==> src/rtl/vga_fb_pkg.sv <==
// Shared framebuffer constants, register map, STATUS bit positions and fill FSM states.
// Used by the rectangle-fill engine, the framebuffer top and the MCU header generator.
package vga_fb_pkg;

    localparam int unsigned FB_W_DEF  = 320;
    localparam int unsigned FB_H_DEF  = 240;
    localparam int unsigned FB_AW_DEF = 17;

    localparam logic [2:0] REG_X0    = 3'd0;
    localparam logic [2:0] REG_Y0    = 3'd1;
    localparam logic [2:0] REG_W     = 3'd2;
    localparam logic [2:0] REG_H     = 3'd3;
    localparam logic [2:0] REG_COLOR = 3'd4;
    localparam logic [2:0] REG_CTRL  = 3'd5;

    localparam int unsigned CTRL_START   = 0;
    localparam int unsigned CTRL_ABORT   = 1;
    localparam int unsigned STAT_BUSY    = 0;
    localparam int unsigned STAT_CLIPPED = 1;

    typedef enum logic [2:0] {
        IDLE,
        SETUP,
        RUN,
        ROW,
        DONE
    } fill_state_t;

    // y*320 without a multiplier: (y<<8) + (y<<6)
    function automatic logic [FB_AW_DEF-1:0] row_base_320(input logic [7:0] y);
        logic [FB_AW_DEF-1:0] yw;
        yw = {9'd0, y};
        return (yw << 8) + (yw << 6);
    endfunction

endpackage

==> src/rtl/vga_rect_fill_if.sv <==
// Framebuffer word-write port: valid/ready beat carrying bank, word address, byte lanes and data.
interface vga_rect_fill_if;
    logic        fb_wr_valid;
    logic        fb_wr_ready;
    logic        fb_wr_bank;
    logic [13:0] fb_wr_addr;
    logic [3:0]  fb_wr_ble;
    logic [31:0] fb_wr_data;

    modport master (
        output fb_wr_valid, fb_wr_bank, fb_wr_addr, fb_wr_ble, fb_wr_data,
        input  fb_wr_ready
    );

    modport slave (
        input  fb_wr_valid, fb_wr_bank, fb_wr_addr, fb_wr_ble, fb_wr_data,
        output fb_wr_ready
    );
endinterface

==> src/rtl/vga_fill_ble.sv <==
// Byte-lane enable generator for one fill beat: trims the first word of a row from the
// left (lanes >= start lane) and the last word from the right (lanes <= end lane).
module vga_fill_ble (
    input  logic [1:0] s_lane,
    input  logic [1:0] e_lane,
    input  logic       is_first,
    input  logic       is_last,
    output logic [3:0] ble
);
    logic [3:0] first_mask;
    logic [3:0] last_mask;

    always_comb begin
        first_mask = 4'b1111 << s_lane;
        last_mask  = 4'b1111 >> (2'd3 - e_lane);
        ble        = 4'b1111;
        if (is_first) ble = ble & first_mask;
        if (is_last)  ble = ble & last_mask;
    end
endmodule

==> src/rtl/vga_rect_fill.sv <==
// Rectangle-fill engine: clips a programmed rectangle and streams 32-bit RGB332 word writes.
// Optional build macro RECT_FILL_PATTERN_EN selects a COLOR[15:8]/COLOR[7:0] checkerboard.
module vga_rect_fill
    import vga_fb_pkg::*;
#(
    parameter int unsigned FB_W  = FB_W_DEF,
    parameter int unsigned FB_H  = FB_H_DEF,
    parameter int unsigned FB_AW = FB_AW_DEF
) (
    input  logic            clk,
    input  logic            reset,
    input  logic            reg_wr,
    input  logic [2:0]      reg_addr,
    input  logic [31:0]     reg_wdata,
    output logic [31:0]     reg_rdata,
    vga_rect_fill_if.master fb,
    output logic            busy,
    output logic            done
);
    localparam int unsigned PW     = FB_AW - 2;
    localparam logic [8:0]  FB_W_L = 9'(FB_W);
    localparam logic [7:0]  FB_H_L = 8'(FB_H);

    fill_state_t state_q, state_d;

    logic [8:0]  x0_r, w_r;
    logic [7:0]  y0_r, h_r, collo_r;
    logic [8:0]  x0_q, w_q;
    logic [7:0]  y0_q, h_q, collo_q;
`ifdef RECT_FILL_PATTERN_EN
    logic [7:0]  colhi_r, colhi_q, line_y_q;
`endif
    logic [FB_AW-1:0] s_q, e_q, s_nxt, row_base, s_calc, e_calc;
    logic [PW-1:0]    ptr_q;
    logic [7:0]       line_cnt_q;
    logic             clipped_q, abort_pend_q;

    logic       ctrl_wr, start_req, abort_req, accept, is_first, is_last, degenerate;
    logic       valid;
    logic [8:0] w_room, w_clip;
    logic [7:0] h_room, h_clip;
    logic [3:0] ble;
    logic [31:0] data_w;
    logic       unused_wdata;

    assign unused_wdata = ^reg_wdata[31:16];

    assign ctrl_wr   = reg_wr && (reg_addr == REG_CTRL);
    assign abort_req = ctrl_wr && reg_wdata[CTRL_ABORT];
    assign start_req = ctrl_wr && reg_wdata[CTRL_START] && !reg_wdata[CTRL_ABORT];
    assign accept    = valid && fb.fb_wr_ready;
    assign is_first  = (ptr_q == s_q[FB_AW-1:2]);
    assign is_last   = (ptr_q == e_q[FB_AW-1:2]);

    // Clip arithmetic on the working copy; only meaningful when not degenerate
    always_comb begin
        degenerate = (x0_q >= FB_W_L) || (y0_q >= FB_H_L) || (w_q == '0) || (h_q == '0);
        w_room     = FB_W_L - x0_q;
        h_room     = FB_H_L - y0_q;
        w_clip     = (w_q > w_room) ? w_room : w_q;
        h_clip     = (h_q > h_room) ? h_room : h_q;
        row_base   = (FB_W == 320) ? FB_AW'(row_base_320(y0_q)) : FB_AW'(32'(y0_q) * FB_W);
        s_calc     = row_base + FB_AW'(x0_q);
        e_calc     = s_calc + FB_AW'(w_clip) - FB_AW'(1);
        s_nxt      = s_q + FB_AW'(FB_W);
    end

    always_ff @(posedge clk or posedge reset) begin
        if (reset) state_q <= IDLE;
        else       state_q <= state_d;
    end

    always_comb begin
        state_d = state_q;
        valid   = 1'b0;
        busy    = (state_q != IDLE);
        done    = 1'b0;
        case (state_q)
            IDLE:  if (start_req) state_d = SETUP;
            SETUP: state_d = (abort_req || degenerate) ? DONE : RUN;
            RUN: begin
                valid = 1'b1;
                if (accept) begin
                    if (abort_req || abort_pend_q) state_d = DONE;
                    else if (is_last)              state_d = ROW;
                end
            end
            ROW:   state_d = (abort_req || line_cnt_q == 8'd1) ? DONE : RUN;
            DONE: begin
                done    = 1'b1;
                state_d = IDLE;
            end
            default: state_d = IDLE;
        endcase
    end

    always_ff @(posedge clk or posedge reset) begin
        if (reset) begin
            x0_r    <= '0;
            y0_r    <= '0;
            w_r     <= '0;
            h_r     <= '0;
            collo_r <= '0;
`ifdef RECT_FILL_PATTERN_EN
            colhi_r <= '0;
`endif
        end else if (reg_wr) begin
            case (reg_addr)
                REG_X0:    x0_r <= reg_wdata[8:0];
                REG_Y0:    y0_r <= reg_wdata[7:0];
                REG_W:     w_r  <= reg_wdata[8:0];
                REG_H:     h_r  <= reg_wdata[7:0];
                REG_COLOR: begin
                    collo_r <= reg_wdata[7:0];
`ifdef RECT_FILL_PATTERN_EN
                    colhi_r <= reg_wdata[15:8];
`endif
                end
                default: ;
            endcase
        end
    end

    always_ff @(posedge clk or posedge reset) begin
        if (reset) begin
            x0_q         <= '0;
            y0_q         <= '0;
            w_q          <= '0;
            h_q          <= '0;
            collo_q      <= '0;
`ifdef RECT_FILL_PATTERN_EN
            colhi_q      <= '0;
            line_y_q     <= '0;
`endif
            s_q          <= '0;
            e_q          <= '0;
            ptr_q        <= '0;
            line_cnt_q   <= '0;
            clipped_q    <= 1'b0;
            abort_pend_q <= 1'b0;
        end else begin
            case (state_q)
                IDLE: if (start_req) begin
                    x0_q         <= x0_r;
                    y0_q         <= y0_r;
                    w_q          <= w_r;
                    h_q          <= h_r;
                    collo_q      <= collo_r;
`ifdef RECT_FILL_PATTERN_EN
                    colhi_q      <= colhi_r;
`endif
                    clipped_q    <= 1'b0;
                    abort_pend_q <= 1'b0;
                end
                SETUP: if (!degenerate) begin
                    s_q        <= s_calc;
                    e_q        <= e_calc;
                    ptr_q      <= s_calc[FB_AW-1:2];
                    line_cnt_q <= h_clip;
                    clipped_q  <= (w_clip != w_q) || (h_clip != h_q);
`ifdef RECT_FILL_PATTERN_EN
                    line_y_q   <= y0_q;
`endif
                end
                RUN: begin
                    // A stalled beat must finish before an abort takes effect
                    if (accept) begin
                        if (!is_last) ptr_q <= ptr_q + PW'(1);
                    end else if (abort_req) begin
                        abort_pend_q <= 1'b1;
                    end
                end
                ROW: begin
                    s_q        <= s_nxt;
                    e_q        <= e_q + FB_AW'(FB_W);
                    ptr_q      <= s_nxt[FB_AW-1:2];
                    line_cnt_q <= line_cnt_q - 8'd1;
`ifdef RECT_FILL_PATTERN_EN
                    line_y_q   <= line_y_q + 8'd1;
`endif
                end
                default: ;
            endcase
        end
    end

    vga_fill_ble u_ble (
        .s_lane   (s_q[1:0]),
        .e_lane   (e_q[1:0]),
        .is_first (is_first),
        .is_last  (is_last),
        .ble      (ble)
    );

    always_comb begin
        data_w = '0;
        for (int unsigned k = 0; k < 4; k++) begin
`ifdef RECT_FILL_PATTERN_EN
            data_w[8*k +: 8] = (1'(k) ^ line_y_q[0]) ? colhi_q : collo_q;
`else
            data_w[8*k +: 8] = collo_q;
`endif
        end
    end

    assign fb.fb_wr_valid = valid;
    assign fb.fb_wr_bank  = ptr_q[PW-1];
    assign fb.fb_wr_addr  = ptr_q[13:0];
    assign fb.fb_wr_ble   = ble;
    assign fb.fb_wr_data  = data_w;

    always_comb begin
        reg_rdata = '0;
        case (reg_addr)
            REG_X0:    reg_rdata = {23'd0, x0_r};
            REG_Y0:    reg_rdata = {24'd0, y0_r};
            REG_W:     reg_rdata = {23'd0, w_r};
            REG_H:     reg_rdata = {24'd0, h_r};
`ifdef RECT_FILL_PATTERN_EN
            REG_COLOR: reg_rdata = {16'd0, colhi_r, collo_r};
`else
            REG_COLOR: reg_rdata = {24'd0, collo_r};
`endif
            REG_CTRL: begin
                reg_rdata[STAT_BUSY]    = busy;
                reg_rdata[STAT_CLIPPED] = clipped_q;
            end
            default: ;
        endcase
    end
endmodule

==> src/flat_wrapper.sv <==
// flat-port wrapper written by rule: the top's interface ports become plain ports
module vga_rect_fill_flat import vga_fb_pkg::*;
#(
    parameter int unsigned FB_W  = FB_W_DEF,
    parameter int unsigned FB_H  = FB_H_DEF,
    parameter int unsigned FB_AW = FB_AW_DEF
)
  (clk, reset, reg_wr, reg_addr, reg_wdata, reg_rdata, busy, done, fb_fb_wr_valid, fb_fb_wr_bank, fb_fb_wr_addr, fb_fb_wr_ble, fb_fb_wr_data, fb_fb_wr_ready);
  vga_rect_fill_if fb_i ();
  input  logic clk;
  input  logic reset;
  input  logic reg_wr;
  input  logic [2:0] reg_addr;
  input  logic [31:0] reg_wdata;
  output logic [31:0] reg_rdata;
  output logic busy;
  output logic done;
  output wire logic [$bits(fb_i.fb_wr_valid)-1:0] fb_fb_wr_valid;
  output wire logic [$bits(fb_i.fb_wr_bank)-1:0] fb_fb_wr_bank;
  output wire logic [$bits(fb_i.fb_wr_addr)-1:0] fb_fb_wr_addr;
  output wire logic [$bits(fb_i.fb_wr_ble)-1:0] fb_fb_wr_ble;
  output wire logic [$bits(fb_i.fb_wr_data)-1:0] fb_fb_wr_data;
  input wire logic [$bits(fb_i.fb_wr_ready)-1:0] fb_fb_wr_ready;
  assign fb_fb_wr_valid = fb_i.fb_wr_valid;
  assign fb_fb_wr_bank = fb_i.fb_wr_bank;
  assign fb_fb_wr_addr = fb_i.fb_wr_addr;
  assign fb_fb_wr_ble = fb_i.fb_wr_ble;
  assign fb_fb_wr_data = fb_i.fb_wr_data;
  assign fb_i.fb_wr_ready = fb_fb_wr_ready;
  vga_rect_fill #(.FB_W(FB_W), .FB_H(FB_H), .FB_AW(FB_AW)) u_core (.clk(clk), .reset(reset), .reg_wr(reg_wr), .reg_addr(reg_addr), .reg_wdata(reg_wdata), .reg_rdata(reg_rdata), .fb(fb_i), .busy(busy), .done(done));
endmodule
==> config.mk <==
export PLATFORM = sky130hd
export DESIGN_NAME = vga_rect_fill_flat
export DESIGN_NICKNAME = d
export VERILOG_FILES = /design/src/rtl/vga_fb_pkg.sv /design/src/rtl/vga_rect_fill_if.sv /design/src/rtl/vga_fill_ble.sv /design/src/rtl/vga_rect_fill.sv /design/src/flat_wrapper.sv
export SDC_FILE = /design/constraint.sdc
export NUM_CORES = 1
export LEC_CHECK = 0
export BUFFER_PORTS_ARGS = -buffer_cell sky130_fd_sc_hd__buf_2
export CORE_ASPECT_RATIO = 1.5
export CORE_UTILIZATION = 55
export DETAILED_ROUTE_END_ITERATION = 12
export PLACE_DENSITY = 0.8
export SKIP_LAST_GASP = 1
export SLEW_MARGIN = 5
export SYNTH_ARGS = -nofsm -noshare
export SYNTH_HDL_FRONTEND = slang
export SYNTH_SLANG_ARGS = --single-unit
==> constraint.sdc <==
create_clock -name clk -period 6.8 [get_ports clk]
set_input_delay 0 -clock clk [delete_from_list [all_inputs] [get_ports clk]]
set_output_delay 0 -clock clk [all_outputs]
set_load 0.01 [all_outputs]
After elaboration in Yosys (flattened, before gate mapping) --
Cells that the tools add are included.
Word-level totals: bits in registers 146, latch bits 0, memory bits (writable) 0, bits in read-only memories 0, output and inout port bits 86, logic and storage cells 120, memories kept 0
Operators by class: add/subtract/negate cells 11, $mul 0, divide/modulo/power cells 0, order comparisons 4, equality and inequality tests 21, shifts and indexed selects 2, multiplexer cells 31, bitwise operators 1, reductions and logical operators 33
Operator list (count):
- 17-bit one-hot mux with 2 select lines | 2
- 15-bit 2-to-1 mux | 3
- 15-bit one-hot mux with 3 select lines | 1
- 7-bit one-hot mux with 5 select lines | 1
- 17-bit by 9-bit adder with 17-bit output | 2
- 17-bit by 9-bit adder with 17-bit output (second input constant) | 2
- 17-bit 2-to-1 mux | 2
- 15-bit equality test | 2
- 3-bit 2-to-1 mux | 6
- 16-bit by 14-bit adder with 17-bit output | 1
- 17-bit by 1-bit subtractor with 17-bit output (second input constant) | 1
- 8-bit 2-to-1 mux | 2
- 8-bit one-hot mux with 2 select lines | 1
- 15-bit by 1-bit adder with 15-bit output (second input constant) | 1
- 2-bit AND reduction | 7
- 3-bit by 2-bit equality test with 1-bit output (second input constant) | 4
- 2-bit one-hot mux with 6 select lines | 1
- 3-bit one-hot mux with 4 select lines | 1
- 3-bit equality test (second input constant) | 3
- 9-bit greater-or-equal comparator (second input constant) | 1
- 9-bit > comparator | 1
- 9-bit zero test | 1
- 9-bit 2-to-1 mux | 1
- 9-bit inequality test | 1
- 27 further kinds | 55

Longest topological paths before layout --
Gate-level depths: netlist of the first run.
depth after elaboration 7, mapped depth 27, gate-level depth less buffers 25

Modules after synthesis --
A second synthesis of the first run with hierarchy kept.
Second synthesis, totals: cells, all modules 1116, area, all modules 10359.9 µm²
By module, submodules not included:
- vga_rect_fill | instances 1, cells an instance 1109, area each 10313.6 µm²
- vga_fill_ble | instances 1, cells an instance 7, area each 46.3 µm²

Worst setup path before layout of the first run --
Ideal clock, no wire load.
kind reg-to-reg, start register u_core.x0_q[0], end register u_core.e_q[15], setup time 135 ps, data arrival time 4868 ps, required time 6665 ps, setup slack 1797 ps, stages on the path, launching flop included 28, buffers on the path 2, period minus slack after synthesis 5003 ps, cells stage by stage dfrtp_1 > inv_1 > ha_1 > nor3b_1 > xnor2_1 > inv_1 > ha_1 > nand4_1 > nor2_1 > o31a_1 > nor2_1 > a21o_1 > clkbuf_1 > clkbuf_1 > nor2_1 > a21oi_1 > ha_1 > inv_1 > ha_1 > inv_1 > fa_1 > nor2b_1 > o31a_1 > o41ai_1 > o21ai_0 > a21oi_1 > a311oi_1 > o21ai_0
On the way: cells in the longest elaborated chain, start to end 7, elaborated cells on any way between the ends 14, classes of those cells add/sub (4); order compare (2); eq/ne (1); mux (3); reduce/logical (4)
Ends and longest elaborated chain:
- start: declaration | RTL line vga_rect_fill.sv:28 | logic [8:0] x0_q, w_q;
- start signal: assignment | RTL line vga_rect_fill.sv:144 | x0_q <= x0_r;
- 9-bit subtractor | RTL line vga_rect_fill.sv:58 | w_room = FB_W_L - x0_q;
- 9-bit > comparator | RTL line vga_rect_fill.sv:60 | w_clip = (w_q > w_room) ? w_room : w_q;
- 9-bit 2-to-1 mux | RTL line vga_rect_fill.sv:60
- 17-bit by 9-bit adder with 17-bit output | RTL line vga_rect_fill.sv:64 | e_calc = s_calc + FB_AW'(w_clip) - FB_AW'(1);
- 17-bit by 1-bit subtractor with 17-bit output | RTL line vga_rect_fill.sv:64
- 17-bit 2-to-1 mux | RTL line vga_rect_fill.sv:155 | SETUP: if (!degenerate) begin
- 17-bit one-hot mux with 2 select lines | RTL line vga_rect_fill.sv:142 | case (state_q)
- end signal: assignment | RTL line vga_rect_fill.sv:157 | e_q <= e_calc;
- end signal: assignment | RTL line vga_rect_fill.sv:175 | e_q <= e_q + FB_AW'(FB_W);
- end: declaration | RTL line vga_rect_fill.sv:33 | logic [FB_AW-1:0] s_q, e_q, s_nxt, row_base, s_calc, e_calc;
Parallel ways exist; a longest one is shown, timed or not. The select of a mux whose other input is x is not followed. A chain may end at the register's enable or synchronous reset.

Worst setup path in the final report of the first run --
Ends and elaborated chain as after synthesis.

==> results of run 1 <==
Yosys cell counts (5+ instances only):
master	count	area [sq um]
a211oi_1	9	67.6
a21o_1	6	45.0
a21oi_1	67	335
a221o_1	5	50.1
a31oi_1	17	106
and3_1	12	75.1
buf_4	47	353
clkbuf_1	47	176
dfrtp_1	146	3650
ha_1	63	788
inv_1	70	263
mux2_2	77	867
mux2i_1	22	220
nand2_1	74	278
nand2b_1	8	50.1
nand3_1	17	85.1
nand4_1	19	119
nor2_1	85	319
nor2b_1	10	62.6
nor3_1	19	95.1
nor3b_1	7	52.6
nor4_1	14	87.6
o21a_1	9	67.6
o21ai_0	81	405
o21ai_1	6	30.0
o22ai_1	14	87.6
or2_2	5	31.3
or3_1	6	37.5
xnor2_1	68	596
xor2_1	15	131
per-stage QoR:
stage / area [sq um] / power [W] / std cells / hold slack (ns)
after floorplan: 10400 / 0.00481 / 1149 / 0.116
after global placement: 10600 / 0.00556 / 1387 / 0.142
after detailed placement: 10600 / 0.00570 / 1387 / 0.144
after CTS: 11300 / 0.00669 / 1429 / 0.0901
after global routing: 11300 / 0.00729 / 1429 / 0.123
final: 11300 / 0.00674 / 1429 / 0.113
placed cells by master (no fill, tap or decap), types with 4 or more instances in the layout:
| cell type | instances |
|---|---|
| dfrtp_1 | 146 |
| nor2_1 | 83 |
| o21ai_0 | 81 |
| buf_2 | 78 |
| mux2_2 | 77 |
| nand2_1 | 74 |
| inv_1 | 69 |
| xnor2_1 | 68 |
| a21oi_1 | 67 |
| ha_1 | 63 |
| conb_1 | 23 |
| mux2i_1 | 22 |
| nor3_1 | 19 |
| nand4_1 | 19 |
| nand3_1 | 17 |
| a31oi_1 | 17 |
| clkbuf_16 | 17 |
| xor2_1 | 15 |
| nor4_1 | 14 |
| o22ai_1 | 14 |
| and3_1 | 12 |
| buf_4 | 12 |
| dlygate4sd3_1 | 11 |
| nor2b_1 | 10 |
| o21a_1 | 9 |
| a211oi_1 | 9 |
| nand2b_1 | 8 |
| nor3b_1 | 7 |
| or3_1 | 6 |
| o21ai_1 | 6 |
| a21o_1 | 6 |
| or2_2 | 5 |
| a221o_1 | 5 |
| a22oi_1 | 4 |
| o31a_1 | 4 |
| o41ai_1 | 4 |
| o31ai_1 | 4 |
| o311ai_0 | 4 |
| inv_6 | 4 |
| o221ai_1 | 4 |
kinds of logic after synthesis:
group / Yosys count / synth area share, %
AOI/OAI and AO/OA: 267 / 16.2
xor gates and xnor gates: 84 / 7.27
adders and majority gates: 66 / 8.23
buffers and inverters: 174 / 8.24
DFF: 146 / 35.4
muxes: 102 / 11.1
other: 1 / 0.0364
and+or+nand+nor: 287 / 13.4
state kept, by name, summed over array words and instances (netlist names):
name                 flops
u_core.s_q              17
u_core.ptr_q            15
u_core.x0_r              9
u_core.x0_q              9
u_core.collo_r           8
u_core.h_q               8
u_core.line_cnt_q        8
u_core.collo_q           8
u_core.y0_r              8
u_core.h_r               8
u_core.e_q              17
u_core.abort_pend_q      1
u_core.state_q           3
u_core.w_q               9
u_core.clipped_q         1
u_core.y0_q              8
u_core.w_r               9
worst reg2reg max path, stage by stage, from the launching register on:
cell      delay [ns]
dfrtp_1         0.45
inv_1           0.17
ha_1            0.27
nor3b_1         0.25
xnor2_1         0.20
inv_1           0.08
ha_1            0.29
nand4_1         0.11
nor2_1          0.05
o31a_1          0.30
nor2_1          0.12
a21o_1          0.43
a21oi_1         0.17
ha_1            0.29
inv_1           0.04
ha_1            0.22
inv_1           0.08
fa_1            0.17
nor2b_1         0.07
o31a_1          0.29
o41ai_1         0.64
o21ai_0         0.39
a311oi_1        0.39
o21ai_0         0.11
report_power, final:
group | switching [W] | internal (W) | total (W)
clock network | 0.000383 | 0.000549 | 0.000932
registers | 0.000501 | 0.00119 | 0.00169
logic | 0.00234 | 0.00177 | 0.00411
area by class of cell:
class                           count  area (sq um)
Clock buffer                       19           443
Clock inverter                     12           133
Fill cell                        1584          7170
Inverter                           70           268
Multi-Input combinational cell    829          5900
Sequential cell                   146          3650
Tap cell                          252           315
Timing Repair Buffer              101           591
routing by layer:
metal / vias up / share of wire [%]
met4: 0 / 3.8
li1: 4031 / -
met3: 67 / 5.0
met1: 4172 / 39
met2: 332 / 52
met5: - / 0
final timing paths:
| kind | start | endpoint | slack (ns) |
|---|---|---|---|
| worst max-delay path | u_core.x0_q[0] | u_core.e_q[15] | 1.09 |
| worst max register to register | u_core.x0_q[0] | u_core.e_q[15] | 1.09 |
| worst min-delay path | reg_wr | u_core.abort_pend_q | 0.11 |
| worst min register to register | u_core.e_q[5] | u_core.e_q[5] | 0.51 |
| max in group asynchronous | reset | u_core.e_q[1] | 5.17 |
| min in group asynchronous | reset | u_core.collo_q[7] | 0.21 |
==> flow_summary.yaml, run 1 <==
grt:
  grt.busiest_layer: "met2"
  grt_max_degree: 78
  grtUsageMet3_pct: 4.14
  grt_pass1_wl_mm: 41.5
  grt_use_met2_pct: 49.6
  gr-usage-met1_pct: 31.5
  grt_overflow_total: 0
  grt_util_all_layers_pct: 27.7
  grt_pass1_vias: 8221
  antenna_found_initial: 0
clocking:
  clk_pin_slew_ns: 0.06
  insertion_delay_ns: 0.43
  cts_max_path_buffers: 2
  postCtsSetupBuffers: 0
  cts_buffers: 17
  cts_tree: "yes"
  ctsHoldBuffers: 11
  htreeDepth: 4
  post_cts_resized: 0
  cts_sinks: 146
  root_buffer: "clkbuf_16"
die:
  core_area_sq_um: 18500
  io_pins: 125
  start_util_pct: 55.8
  num_rows: 61
  die_y_um: 170
  die_w_um: 114
  dieArea_sq_um: 19300
min_path:
  hold_path_depth: 3
  min_path_type: "in2reg"
detailed_routing:
  dr_total_vias: 8602
  drt-pass1-iter-count: 10
  drt_wl_total_mm: 25.9
  final_antenna_net_count: 0
  viasPerCell: 6.02
  drc_errors: 2
  wire_per_inst_um: 18.1
  drt_iter0_markers: 698
layout:
  area_delta_synth_final_pct: 9.62
  utilization_pct: 61.2
  fin_nets: 1270
  drive_gt1_share_pct: 18.3
  antenna_cells: 0
timing:
  skew_ns: 0.00874
  finalSetupViolCount: 0
  hold_viol_final: 0
  final_max_slew_viol_count: 0
  fmax_ghz: 0.175
  setup_slack_ns: 1.09
  tightest_slew_ns: 1.21
  tns_ns: 0
  fin_crit_sh_pct: 84.0
  rsz0062_at_grt: "no"
  finalCriticalPeriod_ns: 5.71
  slew_headroom_pct: 19.3
setup_path:
  start_kind: "flip-flop"
  required_ns: 7.09
  worstPathMaxFanout: 15
  path_class: "reg2reg"
  cp_top_family: "compound AO/OA/AOI/OAI gates"
  crit_arrival_ns: 6.00
  cp-end-kind: "flip-flop"
  path_cells: "inv_1, ha_1, nor3b_1, xnor2_1, inv_1, ha_1, nand4_1, nor2_1, o31a_1, nor2_1, a21o_1, a21oi_1, ha_1, inv_1, ha_1, inv_1, fa_1, nor2b_1, o31a_1, o41ai_1, o21ai_0, a311oi_1, o21ai_0"
  crit_cells: 23
  cp.buffers_inverters: 4
  critPathMaxStageDelay_ns: 0.64
  cpMaxStageDelayCell: "o41ai_1"
  reg2reg_depth: 23
power:
  leakagePower_nw: 5.20
  max-vdd-ir-drop_mv: 0.282
  powerDensity_nw_per_um2: 596
synthesis:
  synthFlopType: "dfrtp_1"
  synth_warnings: 0
  yosysSeqAreaShare_pct: 35.4
  ys_ff_latch: 146
  synth_area_sq_um: 10300
  synth_cells: 1127
  synth_cell_types: 70
  synthArstFlopShare_pct: 100
  avgSynthCellArea_sq_um: 9.15
  synth_edf_count: 0
placed_design:
  post-dp-hpwl_mm: 18.6
  pre_cts_ws_ns: 1.17
  gp_congestion: 0.931
  io_buffers: 78
job:
  cap_violations: 0
outcome:
  status: "complete, but fails checks"
  violations: "DRC"
(Power assumes the default switching activity.)
==> inputs of run 2 (changes only) <==
--- a/config.mk
+++ b/config.mk
@@ -5,11 +5,12 @@
 export SDC_FILE = /design/constraint.sdc
 export NUM_CORES = 1
 export LEC_CHECK = 0
+export ABC_AREA = 1
 export BUFFER_PORTS_ARGS = -buffer_cell sky130_fd_sc_hd__buf_2
 export CORE_ASPECT_RATIO = 1.5
-export CORE_UTILIZATION = 55
+export CORE_UTILIZATION = 54
 export DETAILED_ROUTE_END_ITERATION = 12
-export PLACE_DENSITY = 0.8
+export PLACE_DENSITY = 0.82
 export SKIP_LAST_GASP = 1
 export SLEW_MARGIN = 5
 export SYNTH_ARGS = -nofsm -noshare
==> constraint.sdc (replaced) <==
create_clock -name clk -period 5.2 [get_ports clk]
set_input_delay 0 -clock clk [delete_from_list [all_inputs] [get_ports clk]]
set_output_delay 0 -clock clk [all_outputs]
set_load 0.01 [all_outputs]
==> flow_summary.yaml, run 2 <==
grt:
  grt_pass1_wl_mm: 43.4
  grt_max_degree: 96
  grt_util_all_layers_pct: 27.8
  antenna_found_initial: 0
  grt_overflow_total: 0
  grt_pass1_vias: 9099
min_path:
  min_from: "reg_wr"
  min_path_type: "in2reg"
  hold_path_depth: 5
  hold_path_end: "u_core.abort_pend_q"
die:
  io_pins: 125
  die_y_um: 173
  core_area_sq_um: 19100
  dieArea_sq_um: 20000
  start_util_pct: 55.1
  num_rows: 62
  die_w_um: 116
outcome:
  status: "complete, no violations"
timing:
  finalSetupViolCount: 0
  hold_viol_final: 0
  tns_ns: 0
  finalCriticalPeriod_ns: 4.67
  rsz0062_at_grt: "no"
  final_max_slew_viol_count: 0
  slew_headroom_pct: 29.9
  fmax_ghz: 0.214
  fin_crit_sh_pct: 89.9
  skew_ns: 0.00648
  tightest_slew_ns: 1.05
detailed_routing:
  drt_iter0_markers: 652
  drt-pass1-iter-count: 5
  drc_errors: 0
  wire_per_inst_um: 15.2
  viasPerCell: 5.46
  final_antenna_net_count: 0
  drt_wl_total_mm: 26.6
  dr_total_vias: 9554
synthesis:
  synth.most_common_cell: "nand2_1"
  synthArstFlopShare_pct: 100
  yosysTopAreaCellShare_pct: 34.7
  avgSynthCellArea_sq_um: 7.32
  synthFlopType: "dfrtp_1"
  yosysTopAreaCell: "dfrtp_1"
  synth_edf_count: 0
  synth_cells: 1437
  ys_ff_latch: 146
  yosys-top-cells-count: "nand2_1 (347), o21ai_0 (173), inv_1 (172)"
  synth_warnings: 0
  yosysSeqAreaShare_pct: 34.7
  netlist_top_cells_area: "dfrtp_1 (35%), nand2_1 (12%), o21ai_0 (8.2%)"
  synth_area_sq_um: 10500
  synth_cell_types: 51
setup_path:
  critPathMaxStageDelay_ns: 0.45
  cpMaxStageDelayCell: "dfrtp_1"
  required_ns: 5.57
  cp_top_family: "simple AND/OR/NAND/NOR gates"
  crit_top_cell: "nand2_1"
  timing.rr.start: "u_core.x0_q[0]"
  reg2reg_depth: 31
  cp.buffers_inverters: 4
  cp-end-kind: "flip-flop"
  crit_arrival_ns: 5.05
  start_kind: "flip-flop"
  reg2reg_setup_slack_ns: 0.53
  rr_endpoint: "u_core.e_q[15]"
  path_class: "reg2reg"
  worstPathMaxFanout: 9
placed_design:
  io_buffers: 78
  gp_congestion: 0.970
  post-dp-hpwl_mm: 19.9
clocking:
  cts_buffers: 17
  cts_sinks: 146
  htreeDepth: 4
  clk_pin_slew_ns: 0.06
  insertion_delay_ns: 0.43
  cts_tree: "yes"
  cts_max_path_buffers: 2
  postCtsSetupBuffers: 0
  root_buffer: "clkbuf_16"
layout:
  fill_cells: 1787
  drive_gt1_share_pct: 11.5
  biggestRegsByFlops: "u_core.e_q: 17 flops, u_core.s_q: 17 flops, u_core.ptr_q: 15 flops"
  layout_commonest_cell: "nand2_1"
  fin_nets: 1587
  antenna_cells: 0
  area_delta_synth_final_pct: 9.79
  final_cell_mix: "nand2_1 (346), inv_1 (171), o21ai_0 (171)"
job:
  cap_violations: 0
==> run 2: changes by cell type after synthesis, sizes merged, moves of 24 or more <==
cell,delta
clkbuf,-25
inv,+113
mux2,-78
nand2,+283
nand3,+56
o21ai,+102
xnor2,-55
xor2,+24
==> run 2: timing repair <==
item,in CTS,in global routing
endpoints found under the setup margin,0,9
hold buffers,11,0
gates resized for setup,0,8
hold endpoints to repair,131,0
==> run 2: layer usage <==
metal | track usage [%] | vias to the layer above | part of all wire [%]
met3 | 4.21 | 72 | 4.5
met5 | 0 | - | 0
met4 | 14.0 | 0 | 4.2
met1 | 32.1 | 4416 | 40
met2 | 48.9 | 302 | 52
li1 | - | 4764 | -
==> run 2: worst max path at each step <==
stage                    from        endpoint  cells after the start
2_1_floorplan  u_core.x0_q[0]  u_core.e_q[11]                     30
3_3_place_gp   u_core.x0_q[0]  u_core.e_q[11]                     30
3_5_place_dp   u_core.x0_q[0]  u_core.e_q[11]                     30
4_1_cts        u_core.x0_q[0]  u_core.e_q[11]                     30
5_1_grt        u_core.x0_q[0]  u_core.e_q[14]                     31
6_report       u_core.x0_q[0]  u_core.e_q[15]                     31
==> run 2: cells by family (layout without fill, tap and decap cells) <==
kind of cell	count (synthesis)	in the layout	synth area share, %
other	1	23	0.0357
XOR/XNOR	52	52	4.33
AND/OR/NAND/NOR	587	587	24.2
adder cells (fa/ha/maj)	66	66	8.07
buffers and inverters	277	312	12.2
flip-flops	146	146	34.7
multiplexers	1	1	0.0952
AO/OA/AOI/OAI	307	307	16.3
==> run 2: cell type report <==
| cell class | instances | area, sq um | share of cell area, % |
|---|---|---|---|
| Multi-Input combinational cell | 1036 | 5680 | 49.2 |
| Sequential cell | 146 | 3650 | 31.6 |
| Inverter | 185 | 699 | 6.06 |
| Timing Repair Buffer | 96 | 553 | 4.79 |
| Clock buffer | 22 | 484 | 4.19 |
| Tap cell | 256 | 320 | 2.77 |
| Clock inverter | 9 | 153 | 1.32 |
==> run 2: worst register-to-register path: cells and delay by family (launching register included) <==
| family | cells | cell delay [ns] |
|---|---|---|
| buffers and inverters | 4 | 0.46 |
| adder cells (fa/ha/maj) | 4 | 1.12 |
| AND/OR/NAND/NOR | 17 | 1.62 |
| AO/OA/AOI/OAI | 5 | 0.79 |
| XOR/XNOR | 1 | 0.17 |
| flip-flops | 1 | 0.45 |
==> run 2: stage by stage <==
step           hold slack [ns]  setup slack, ns  cells  util [%]  instance area, sq um
6_report                0.0592            0.526   1750      60.5                 11500
5_1_grt                 0.0841           0.0113   1750      60.5                 11500
4_1_cts                 0.0428            0.277   1750      60.4                 11500
3_5_place_dp             0.252            0.297   1708      56.5                 10800
3_3_place_gp             0.244            0.417   1708      56.5                 10800
2_1_floorplan            0.161            0.699   1459         -                 10600
Power of run 2 is left out: the tool's default activity adds up to more than one toggle a clock period on the data nets, which glitch-free logic cannot reach.
==> inputs of run 3 (changes only) <==
--- a/config.mk
+++ b/config.mk
@@ -6,8 +6,11 @@
 export NUM_CORES = 1
 export LEC_CHECK = 0
 export ABC_AREA = 1
+export ABC_CLOCK_PERIOD_IN_PS = 5200
 export BUFFER_PORTS_ARGS = -buffer_cell sky130_fd_sc_hd__buf_2
+export CAP_MARGIN = 20
 export CORE_ASPECT_RATIO = 1.5
+export CORE_MARGIN = 2
 export CORE_UTILIZATION = 54
 export DETAILED_ROUTE_END_ITERATION = 12
 export PLACE_DENSITY = 0.82
==> flow_summary.yaml, run 3 (synthesized netlist as in run 2, its figures left out) <==
timing:
  fmax_ghz: 0.213
  rsz0062_at_grt: "no"
  tns_ns: 0
  slew_headroom_pct: 30.3
  hold_viol_final: 1
  finalSetupViolCount: 0
  fin_crit_sh_pct: 90.5
  skew_ns: 0.00687
  finalCriticalPeriod_ns: 4.71
  final_max_slew_viol_count: 0
  tightest_slew_ns: 1.04
  whs_ns: -0.00183
setup_path:
  critical_path.startpoint: "u_core.x0_q[0]"
  rr_endpoint: "u_core.e_q[15]"
  cp.buffers_inverters: 4
  endpoint: "u_core.e_q[15]"
  cp-end-kind: "flip-flop"
  path_class: "reg2reg"
  crit_arrival_ns: 5.02
  required_ns: 5.51
  crit_cells: 33
  timing.rr.start: "u_core.x0_q[0]"
  start_kind: "flip-flop"
  crit_top_cell: "nand2_1"
  cp_top_family: "simple AND/OR/NAND/NOR gates"
  worstPathMaxFanout: 17
  critPathMaxStageDelay_ns: 0.45
  reg2reg_depth: 33
  reg2reg_setup_slack_ns: 0.49
  cpMaxStageDelayCell: "dfrtp_1"
detailed_routing:
  final_antenna_net_count: 0
  drt_wl_total_mm: 27.4
  drt-pass1-iter-count: 5
  wire_per_inst_um: 15.7
  drt_iter0_markers: 662
  drc_errors: 0
  viasPerCell: 5.59
  dr_total_vias: 9765
clocking:
  clk_pin_slew_ns: 0.06
  root_buffer: "clkbuf_16"
  htreeDepth: 4
  cts_max_path_buffers: 2
  cts_buffers: 17
  postCtsSetupBuffers: 0
  cts_tree: "yes"
  cts_sinks: 146
  insertion_delay_ns: 0.43
job:
  cap_violations: 0
die:
  die_w_um: 118
  io_pins: 125
  dieArea_sq_um: 20600
  die_y_um: 175
  start_util_pct: 54.9
  core_area_sq_um: 19200
  num_rows: 62
layout:
  area_delta_synth_final_pct: 9.46
  final_cell_mix: "nand2_1 (346), inv_1 (171), o21ai_0 (171)"
  fill_cells: 1755
  fin_nets: 1585
  biggestRegsByFlops: "u_core.e_q: 17 flops, u_core.s_q: 17 flops, u_core.ptr_q: 15 flops"
  antenna_cells: 0
  drive_gt1_share_pct: 11.3
  layout_commonest_cell: "nand2_1"
min_path:
  min_path_type: "in2reg"
grt:
  grt_max_degree: 95
  grt_overflow_total: 0
  grt_pass1_vias: 9338
  grt_util_all_layers_pct: 26.9
  antenna_found_initial: 0
  grt_pass1_wl_mm: 45.1
placed_design:
  io_buffers: 78
  gp_congestion: 0.908
  post-dp-hpwl_mm: 20.3
outcome:
  violations: "hold timing"
  status: "complete, but fails checks"
==> run 3: layer usage <==
layer | up-vias | track usage (%) | wire length (um)
met1 | 4532 | 31.1 | 10700
met5 | - | 0 | 0
met4 | 0 | 17.0 | 1670
met2 | 381 | 47.0 | 13600
met3 | 94 | 3.43 | 1390
li1 | 4758 | - | -
==> run 3: layout make-up <==
class	count	area (sq um)	area share, %
timing repair buffer	94	536	4.65
multi-input combinational	1036	5680	49.3
sequential	146	3650	31.7
clock inverter	8	125	1.09
tap	256	320	2.78
inverter	185	699	6.08
clock buffer	23	498	4.33
==> run 3: worst min-delay path by stage <==
stage                             from                end  slack (ns)  cells past startpoint
after detailed placement         reset      u_core.h_q[4]        0.24                      2
after global routing      reg_wdata[3]     u_core.y0_r[3]        0.03                      3
final                     reg_wdata[3]  u_core.collo_r[3]      -0.002                      3
after CTS                 reg_wdata[3]      u_core.h_r[3]       0.003                      3
after floorplan           reg_wdata[8]      u_core.w_r[8]        0.16                      2
after global placement           reset      u_core.h_q[5]        0.25                      2
==> run 3: timing repair <==
item,CTS,global route
endpoints found under the hold margin,128,0
resized for setup,0,6
hold buffers,10,0
endpoints found under the setup margin,0,9
==> run 3: through the flow <==
step	utilization (%)	area, sq um	cells	hold WS [ns]	setup WS, ns
after global placement	56.3	10800	1707	0.247	0.286
after floorplan	-	10600	1459	0.161	0.699
after detailed placement	56.3	10800	1707	0.240	0.165
after CTS	60.0	11500	1748	0.00325	0.137
final	60.1	11500	1748	-0.00183	0.494
after global routing	60.1	11500	1748	0.0299	0.00871
==> run 3: tightest hold or removal path, delay by kind of cell <==
family / cells / cell delay [ns]
buf+inv: 2 / 0.21
compound gates: 1 / 0.18
Power of run 3 is left out for the same reason.
